**src/rtl/wb_burst_master_if.sv**
```systemverilog
// -----------------------------------------------------------------------------
// wb_burst_master_if
//   Wishbone classic bus bundle between one initiator and one target.
//   Signals keep their initiator-side names (_o driven by the master,
//   _i driven by the slave), so both ends read the same way.
//     wbm_cyc_o  cycle            wbm_stb_o  strobe
//     wbm_we_o   write enable     wbm_sel_o  byte selects (4)
//     wbm_adr_o  address (32)     wbm_dat_o  write data (32)
//     wbm_dat_i  read data (32)   wbm_ack_i  acknowledge
//   Modports: master (bus initiator), slave (bus target).
// -----------------------------------------------------------------------------
interface wb_burst_master_if;
  logic        wbm_cyc_o;
  logic        wbm_stb_o;
  logic        wbm_we_o;
  logic [3:0]  wbm_sel_o;
  logic [31:0] wbm_adr_o;
  logic [31:0] wbm_dat_o;
  logic [31:0] wbm_dat_i;
  logic        wbm_ack_i;

  modport master (
    output wbm_cyc_o, wbm_stb_o, wbm_we_o, wbm_sel_o, wbm_adr_o, wbm_dat_o,
    input  wbm_dat_i, wbm_ack_i
  );

  modport slave (
    input  wbm_cyc_o, wbm_stb_o, wbm_we_o, wbm_sel_o, wbm_adr_o, wbm_dat_o,
    output wbm_dat_i, wbm_ack_i
  );
endinterface

```
**src/rtl/wb_burst_master.sv**
```systemverilog
// -----------------------------------------------------------------------------
// wb_burst_master
//   Turns a command (start address, beat count, direction) plus a write data
//   stream into single-beat Wishbone classic cycles at incrementing addresses.
//   Every beat is a four-phase handshake: stb until ack, then stb low and wait
//   for the slave to drop ack before the next beat starts.
//
//   Ports
//     clk, rst_n           clock, asynchronous active-low reset
//     cmd_vld/cmd_rdy      command handshake; cmd_wr, cmd_addr, cmd_len
//     wr_dat/wr_vld/wr_rdy write data stream (one word per write beat)
//     rd_dat/rd_vld        read data, rd_vld pulses once per read beat
//     busy                 transfer in progress
//     done                 one-cycle pulse at the end of every command
//     err                  sticky watchdog abort flag
//     wbm                  Wishbone bus (master modport)
//
//   Optional feature: define WB_BURST_MASTER_TIMEOUT_EN to enable a watchdog
//   that aborts a beat stuck in REQ or RELEASE for TIMEOUT_CYCLES cycles.
//   Without it err is tied low and the block waits for ack indefinitely.
// -----------------------------------------------------------------------------
module wb_burst_master #(
  parameter int LEN_W          = 16,
  parameter int ADDR_INC       = 1,
  parameter int TIMEOUT_CYCLES = 1024
) (
  input  logic             clk,
  input  logic             rst_n,
  input  logic             cmd_vld,
  output logic             cmd_rdy,
  input  logic             cmd_wr,
  input  logic [31:0]      cmd_addr,
  input  logic [LEN_W-1:0] cmd_len,
  input  logic [31:0]      wr_dat,
  input  logic             wr_vld,
  output logic             wr_rdy,
  output logic [31:0]      rd_dat,
  output logic             rd_vld,
  output logic             busy,
  output logic             done,
  output logic             err,
  wb_burst_master_if.master wbm
);

  typedef enum logic [1:0] {IDLE, FETCH, REQ, RELEASE} state_t;

  state_t           state_q;
  logic [31:0]      addr_q;
  logic [31:0]      addr_d;
  logic [LEN_W-1:0] left_q;
  logic             wr_q;
  logic             cyc_q, stb_q, we_q;
  logic [31:0]      dat_o_q;
  logic [31:0]      rd_dat_q;
  logic             rd_vld_q, done_q, busy_q, cmd_rdy_q, wr_rdy_q;

  // Address wraps naturally modulo 2^32.
  assign addr_d = addr_q + 32'(ADDR_INC);

`ifdef WB_BURST_MASTER_TIMEOUT_EN
  localparam int TMO_W = $clog2(TIMEOUT_CYCLES + 1);
  logic [TMO_W-1:0] tmo_q;
  logic             err_q;
  logic             tmo_hit;
  logic             stalled;

  assign tmo_hit = (tmo_q == TMO_W'(TIMEOUT_CYCLES - 1));
  // A beat is stalled when the state it is in has not seen its exit event.
  assign stalled = ((state_q == REQ) && !wbm.wbm_ack_i) ||
                   ((state_q == RELEASE) && wbm.wbm_ack_i);
  assign err     = err_q;
`else
  assign err     = 1'b0;
`endif

  always_ff @(posedge clk or negedge rst_n) begin
    if (!rst_n) begin
      state_q   <= IDLE;
      addr_q    <= '0;
      left_q    <= '0;
      wr_q      <= 1'b0;
      cyc_q     <= 1'b0;
      stb_q     <= 1'b0;
      we_q      <= 1'b0;
      dat_o_q   <= '0;
      rd_dat_q  <= '0;
      rd_vld_q  <= 1'b0;
      done_q    <= 1'b0;
      busy_q    <= 1'b0;
      cmd_rdy_q <= 1'b0;
      wr_rdy_q  <= 1'b0;
`ifdef WB_BURST_MASTER_TIMEOUT_EN
      tmo_q     <= '0;
      err_q     <= 1'b0;
`endif
    end else begin
      // NOTE: sequential state uses non-blocking assignments only; the pulse
      // defaults below are overridden by later assignments in the same block.
      rd_vld_q <= 1'b0;
      done_q   <= 1'b0;
`ifdef WB_BURST_MASTER_TIMEOUT_EN
      tmo_q    <= tmo_q + 1'b1;
`endif
      unique case (state_q)
        IDLE: begin
          cmd_rdy_q <= 1'b1;
          if (cmd_vld && cmd_rdy_q) begin
`ifdef WB_BURST_MASTER_TIMEOUT_EN
            err_q <= 1'b0;
`endif
            if (cmd_len == '0) begin
              done_q <= 1'b1;
            end else begin
              addr_q    <= cmd_addr;
              left_q    <= cmd_len;
              wr_q      <= cmd_wr;
              busy_q    <= 1'b1;
              cmd_rdy_q <= 1'b0;
              if (cmd_wr) begin
                wr_rdy_q <= 1'b1;
                state_q  <= FETCH;
              end else begin
                cyc_q   <= 1'b1;
                stb_q   <= 1'b1;
                we_q    <= 1'b0;
                state_q <= REQ;
`ifdef WB_BURST_MASTER_TIMEOUT_EN
                tmo_q   <= '0;
`endif
              end
            end
          end
        end

        FETCH: begin
          if (wr_vld) begin
            dat_o_q  <= wr_dat;
            wr_rdy_q <= 1'b0;
            cyc_q    <= 1'b1;
            stb_q    <= 1'b1;
            we_q     <= 1'b1;
            state_q  <= REQ;
`ifdef WB_BURST_MASTER_TIMEOUT_EN
            tmo_q    <= '0;
`endif
          end
        end

        REQ: begin
          // An ack already high on entry (stale) is taken as this beat's ack.
          if (wbm.wbm_ack_i) begin
            stb_q <= 1'b0;
            if (!wr_q) begin
              rd_dat_q <= wbm.wbm_dat_i;
              rd_vld_q <= 1'b1;
            end
            state_q <= RELEASE;
`ifdef WB_BURST_MASTER_TIMEOUT_EN
            tmo_q   <= '0;
`endif
          end
        end

        RELEASE: begin
          if (!wbm.wbm_ack_i) begin
            addr_q <= addr_d;
            left_q <= left_q - LEN_W'(1);
            if (left_q == LEN_W'(1)) begin
              cyc_q     <= 1'b0;
              we_q      <= 1'b0;
              done_q    <= 1'b1;
              busy_q    <= 1'b0;
              cmd_rdy_q <= 1'b1;
              state_q   <= IDLE;
            end else if (wr_q) begin
              // Bus is released while the next write word is fetched.
              cyc_q    <= 1'b0;
              we_q     <= 1'b0;
              wr_rdy_q <= 1'b1;
              state_q  <= FETCH;
            end else begin
              stb_q   <= 1'b1;
              state_q <= REQ;
`ifdef WB_BURST_MASTER_TIMEOUT_EN
              tmo_q   <= '0;
`endif
            end
          end
        end

        default: state_q <= IDLE;
      endcase

`ifdef WB_BURST_MASTER_TIMEOUT_EN
      // Watchdog abort overrides whatever the case statement scheduled.
      if (stalled && tmo_hit) begin
        cyc_q     <= 1'b0;
        stb_q     <= 1'b0;
        we_q      <= 1'b0;
        err_q     <= 1'b1;
        done_q    <= 1'b1;
        busy_q    <= 1'b0;
        cmd_rdy_q <= 1'b1;
        state_q   <= IDLE;
      end
`endif
    end
  end

  assign cmd_rdy       = cmd_rdy_q;
  assign wr_rdy        = wr_rdy_q;
  assign rd_dat        = rd_dat_q;
  assign rd_vld        = rd_vld_q;
  assign busy          = busy_q;
  assign done          = done_q;
  assign wbm.wbm_cyc_o = cyc_q;
  assign wbm.wbm_stb_o = stb_q;
  assign wbm.wbm_we_o  = we_q;
  assign wbm.wbm_sel_o = {4{cyc_q}};
  assign wbm.wbm_adr_o = addr_q;
  assign wbm.wbm_dat_o = dat_o_q;

endmodule

```
**src/flat_wrapper.sv**
```systemverilog
// flat-port wrapper written by rule: the top's interface ports become plain ports
module wb_burst_master_flat 
#(
  parameter int LEN_W          = 16,
  parameter int ADDR_INC       = 1,
  parameter int TIMEOUT_CYCLES = 1024
)
  (clk, rst_n, cmd_vld, cmd_rdy, cmd_wr, cmd_addr, cmd_len, wr_dat, wr_vld, wr_rdy, rd_dat, rd_vld, busy, done, err, wbm_wbm_cyc_o, wbm_wbm_stb_o, wbm_wbm_we_o, wbm_wbm_sel_o, wbm_wbm_adr_o, wbm_wbm_dat_o, wbm_wbm_dat_i, wbm_wbm_ack_i);
  wb_burst_master_if wbm_i ();
  input  logic clk;
  input  logic rst_n;
  input  logic cmd_vld;
  output logic cmd_rdy;
  input  logic cmd_wr;
  input  logic [31:0] cmd_addr;
  input  logic [LEN_W-1:0] cmd_len;
  input  logic [31:0] wr_dat;
  input  logic wr_vld;
  output logic wr_rdy;
  output logic [31:0] rd_dat;
  output logic rd_vld;
  output logic busy;
  output logic done;
  output logic err;
  output wire logic [$bits(wbm_i.wbm_cyc_o)-1:0] wbm_wbm_cyc_o;
  output wire logic [$bits(wbm_i.wbm_stb_o)-1:0] wbm_wbm_stb_o;
  output wire logic [$bits(wbm_i.wbm_we_o)-1:0] wbm_wbm_we_o;
  output wire logic [$bits(wbm_i.wbm_sel_o)-1:0] wbm_wbm_sel_o;
  output wire logic [$bits(wbm_i.wbm_adr_o)-1:0] wbm_wbm_adr_o;
  output wire logic [$bits(wbm_i.wbm_dat_o)-1:0] wbm_wbm_dat_o;
  input wire logic [$bits(wbm_i.wbm_dat_i)-1:0] wbm_wbm_dat_i;
  input wire logic [$bits(wbm_i.wbm_ack_i)-1:0] wbm_wbm_ack_i;
  assign wbm_wbm_cyc_o = wbm_i.wbm_cyc_o;
  assign wbm_wbm_stb_o = wbm_i.wbm_stb_o;
  assign wbm_wbm_we_o = wbm_i.wbm_we_o;
  assign wbm_wbm_sel_o = wbm_i.wbm_sel_o;
  assign wbm_wbm_adr_o = wbm_i.wbm_adr_o;
  assign wbm_wbm_dat_o = wbm_i.wbm_dat_o;
  assign wbm_i.wbm_dat_i = wbm_wbm_dat_i;
  assign wbm_i.wbm_ack_i = wbm_wbm_ack_i;
  wb_burst_master #(.LEN_W(LEN_W), .ADDR_INC(ADDR_INC), .TIMEOUT_CYCLES(TIMEOUT_CYCLES)) u_core (.clk(clk), .rst_n(rst_n), .cmd_vld(cmd_vld), .cmd_rdy(cmd_rdy), .cmd_wr(cmd_wr), .cmd_addr(cmd_addr), .cmd_len(cmd_len), .wr_dat(wr_dat), .wr_vld(wr_vld), .wr_rdy(wr_rdy), .rd_dat(rd_dat), .rd_vld(rd_vld), .busy(busy), .done(done), .err(err), .wbm(wbm_i));
endmodule
```
**config.mk**
```make
export PLATFORM = sky130hd
export DESIGN_NAME = wb_burst_master_flat
export DESIGN_NICKNAME = d
export VERILOG_FILES = /design/src/rtl/wb_burst_master_if.sv /design/src/rtl/wb_burst_master.sv /design/src/flat_wrapper.sv
export SDC_FILE = /design/constraint.sdc
export NUM_CORES = 1
export LEC_CHECK = 0
export ABC_AREA = 1
export CAP_MARGIN = 20
export CORE_MARGIN = 8
export CORE_UTILIZATION = 48
export CTS_BUF_LIST = sky130_fd_sc_hd__clkbuf_4 sky130_fd_sc_hd__clkbuf_8
export CTS_CLUSTER_SIZE = 8
export DETAILED_ROUTE_END_ITERATION = 8
export PLACE_DENSITY_LB_ADDON = 0.2
export RECOVER_POWER = 50
export SETUP_SLACK_MARGIN = 0.5
export SYNTH_ARGS = -nofsm -noshare
export SYNTH_HDL_FRONTEND = slang
export SYNTH_SLANG_ARGS = --single-unit
```
**constraint.sdc**
```tcl
create_clock -name clk -period 2.12 [get_ports clk]
set_clock_uncertainty 0.1 [all_clocks]
set_input_delay 0.318 -clock clk [delete_from_list [all_inputs] [get_ports clk]]
set_output_delay 0.318 -clock clk [all_outputs]
set_load 0.02 [all_outputs]
```
==> run_results.csv <==
group,metric,value,unit
layout,finalNonFillerCells,1445,
global_routing,grtUsageTotal,24.8,%
layout,syn_to_final_growth,59.5,%
route,drtIter0Drc,709,
logic_synthesis,syn_nets,1078,
floorplan,initial_utilization,48.5,%
timing,maxSlewViolCount,0,
logic_synthesis,syn_avg_cell_area,7.33,µm²
global_routing,grt_max_degree,51,
global_routing,antenna_found_initial,0,
route,remaining_drc_errors,0,
setup_path,path_class,"input pin to flop",
clocking,clock-sinks,123,
setup_path,worstPathRequired,2.35,ns
placement,io_buffers,225,
power_and_ir_drop,p_per_area,1630,nW/µm²
logic_synthesis,netlist_area,6970,µm²
layout,drive_gt1_share,25.9,%
power_and_ir_drop,power.total,18100,µW
power_and_ir_drop,peakVddDrop,0.905,mV
logic_synthesis,synthTopCellsByArea,"dfrtp_1 (44%), nand2_1 (22%), nor2_1 (7.5%), mux2_2 (5.2%), nand3_1 (4.0%)",
run_status,status,"finished clean",
job,cap_viol_max_count,0,
logic_synthesis,yosys_warnings,0,
global_routing,grt_pass1_vias,7337,
clocking,cts_max_level,4,
logic_synthesis,yosysTopAreaCellShare,44.2,%
min_path,min-delay-start,"wbm_wbm_dat_i[25]",
floorplan,dieHeight,137,µm
timing,min_period_over_period,86.4,%
logic_synthesis,syn_inst,951,
layout,most-common-layout-cells,"nand2_1 (377), clkdlybuf4s50_1 (116), nor2_1 (109)",
clocking,cts_buffers,17,
logic_synthesis,seq_area_frac_synth,44.2,%
timing,worst_pin_slew,0.901,ns
floorplan,dieArea,18600,µm²
setup_path,timing.rr.start,"u_core.state_q[0]",
clocking,cts_buffer_depth,2,
power_and_ir_drop,cellLeakagePower,0.00517,µW
clocking,cts_root_buffer,"clkbuf_8",
timing,rsz0062_at_grt,"true",
clocking,clkTransAtPathRegs,0.07,ns
timing,setup_viol,0,
layout,final_common_cell,"nand2_1",
layout,nets,1376,
timing,min_period,1.83,ns
logic_synthesis,synth-seq-cells,123,
route,drt_pass1_iterations,6,
logic_synthesis,synth.distinct_cells,31,
timing,setup-tns-final,0,ns
setup_path,start_kind,"input pin",
route,drtAntennaViolNets,0,
placement,place_congestion,0.890,
placement,place_inst,1357,
global_routing,grt_pass1_wl,36.4,mm
clocking,cts_tree,"yes",
floorplan,die_w,137,µm
clocking,worstSkewPairLatency,0.44,ns
global_routing,gr-total-overflow,0,
setup_path,critical_path.max_fanout,6,
timing,relSlewSlack,39.9,%
route,routed_via_density,5.23,
timing,finalHoldViolCount,0,
timing,timing.fmax,0.546,GHz
min_path,hold_class,"input pin to flop",
placement,hpwl,15.8,mm
route,wl_per_cell,17.0,µm
route,vias,7563,
logic_synthesis,yosys.area.top_type,"dfrtp_1",
setup_path,critical_path.startpoint,"cmd_len[8]",
floorplan,io_pins,227,
setup_path,critical_path_arrival,2.06,ns
layout,antenna_cells,0,
floorplan,core,14400,µm²
setup_path,endpoint_kind,"flop",
floorplan,placementRows,44,
route,totalWireLength,24.6,mm
## power breakdown
group | internal (µW) | leakage [µW] | switching [µW]
combinational | 5010 | 0.00345 | 6090
clock | 1370 | 0.000229 | 978
sequential | 3540 | 0.00149 | 1080
## registers in the layout, summed over array words and instances, names as in the netlist
| signal | flops |
|---|---|
| u_core.busy | 1 |
| u_core.wr_q | 1 |
| u_core.wbm.wbm_we_o | 1 |
| u_core.rd_dat | 32 |
| u_core.wbm.wbm_dat_o | 32 |
| u_core.done | 1 |
| u_core.state_q | 2 |
| u_core.left_q | 16 |
| u_core.wbm.wbm_stb_o | 1 |
| u_core.rd_vld | 1 |
| u_core.wbm.wbm_cyc_o | 1 |
| u_core.cmd_rdy | 1 |
| u_core.wbm.wbm_adr_o | 32 |
| u_core.wr_rdy | 1 |
## stage by stage
step	instance area [µm²]	util (%)	worst slack, ns	hold slack, ns
floorplan	6990	-	0.502	-0.0776
detailed placement	9550	66.5	-0.498	0.200
CTS	10700	74.8	0.327	0.258
global route	11100	77.4	0.169	0.282
finish	11100	77.4	0.289	0.303
global placement	9550	66.5	-0.445	0.191
## synth_stat cells
cell type	count
dfrtp_1	123
o21ai_1	5
o22ai_1	1
conb_1	1
or2_2	4
o21bai_1	3
nor2_1	139
nand2_2	6
nand4_1	4
nand3_2	2
buf_4	6
nand2_1	411
inv_2	3
and3_1	1
nor3_2	1
inv_1	45
nand3_1	56
nand3b_4	1
ha_1	9
clkbuf_1	9
mux2_2	32
buf_6	7
o21ai_0	24
nand3b_1	16
nor3_1	1
a31oi_1	3
nor2_4	2
a21oi_1	3
o21ai_2	17
nor2_2	4
buf_2	12
## path summary, 6_finish.rpt
check                           slack, ns  cells after the start                        to
min in group asynchronous            0.42                      2          u_core.left_q[1]
worst max-delay path                 0.29                     12  u_core.wbm.wbm_adr_o[18]
worst min-delay path                 0.30                      3         u_core.rd_dat[25]
worst max register to register       0.32                     10         u_core.left_q[10]
worst min register to register       0.37                      2         u_core.rd_dat[30]
max in group asynchronous            0.38                      3  u_core.wbm.wbm_adr_o[26]
## worst max-delay path: stages
cell,delay [ns]
clkdlybuf4s50_1,0.51
nor2_1,0.13
nand2_1,0.05
nor2_1,0.25
nand3_4,0.11
buf_6,0.14
nand3b_4,0.14
buf_6,0.14
buf_12,0.12
nor2_1,0.04
nand2_1,0.06
nand2_1,0.05
## repair_timing
item | in CTS | in global routing
setup buffers | 33 | 9
hold endpoints to repair | 28 | 0
cloned | 9 | 5
resized for setup | 289 | 110
pin swaps | 21 | 14
hold buffers | 1 | 0
endpoints found under the setup margin | 230 | 151
## area by class of cell
| cell class | instances | area, µm² |
|---|---|---|
| Multi-Input combinational cell | 749 | 3900 |
| Fill cell | 991 | 3250 |
| Timing Repair Buffer | 310 | 3250 |
| Sequential cell | 123 | 3100 |
| Clock buffer | 20 | 275 |
| Tap cell | 184 | 230 |
| Inverter | 48 | 199 |
| Clock inverter | 11 | 166 |
## metal layers
metal / wire length [µm] / global-route usage [%]
met5: 0 / 0
met4: 992 / 10.6
met3: 1870 / 6.17
met2: 12500 / 43.1
met1: 9220 / 28.3
## logic make-up (layout without fill, tap and decap cells)
family	count (synthesis)	in the layout	share of synthesized area (%)
and+or+nand+nor	648	651	38.2
AOI/OAI and AO/OA	56	56	5.12
DFF	123	123	44.2
muxes	32	32	5.17
buffers and inverters	82	389	5.71
other	1	1	0.0538
adders and majority gates	9	9	1.62
Power figures use the tool's default switching activity.
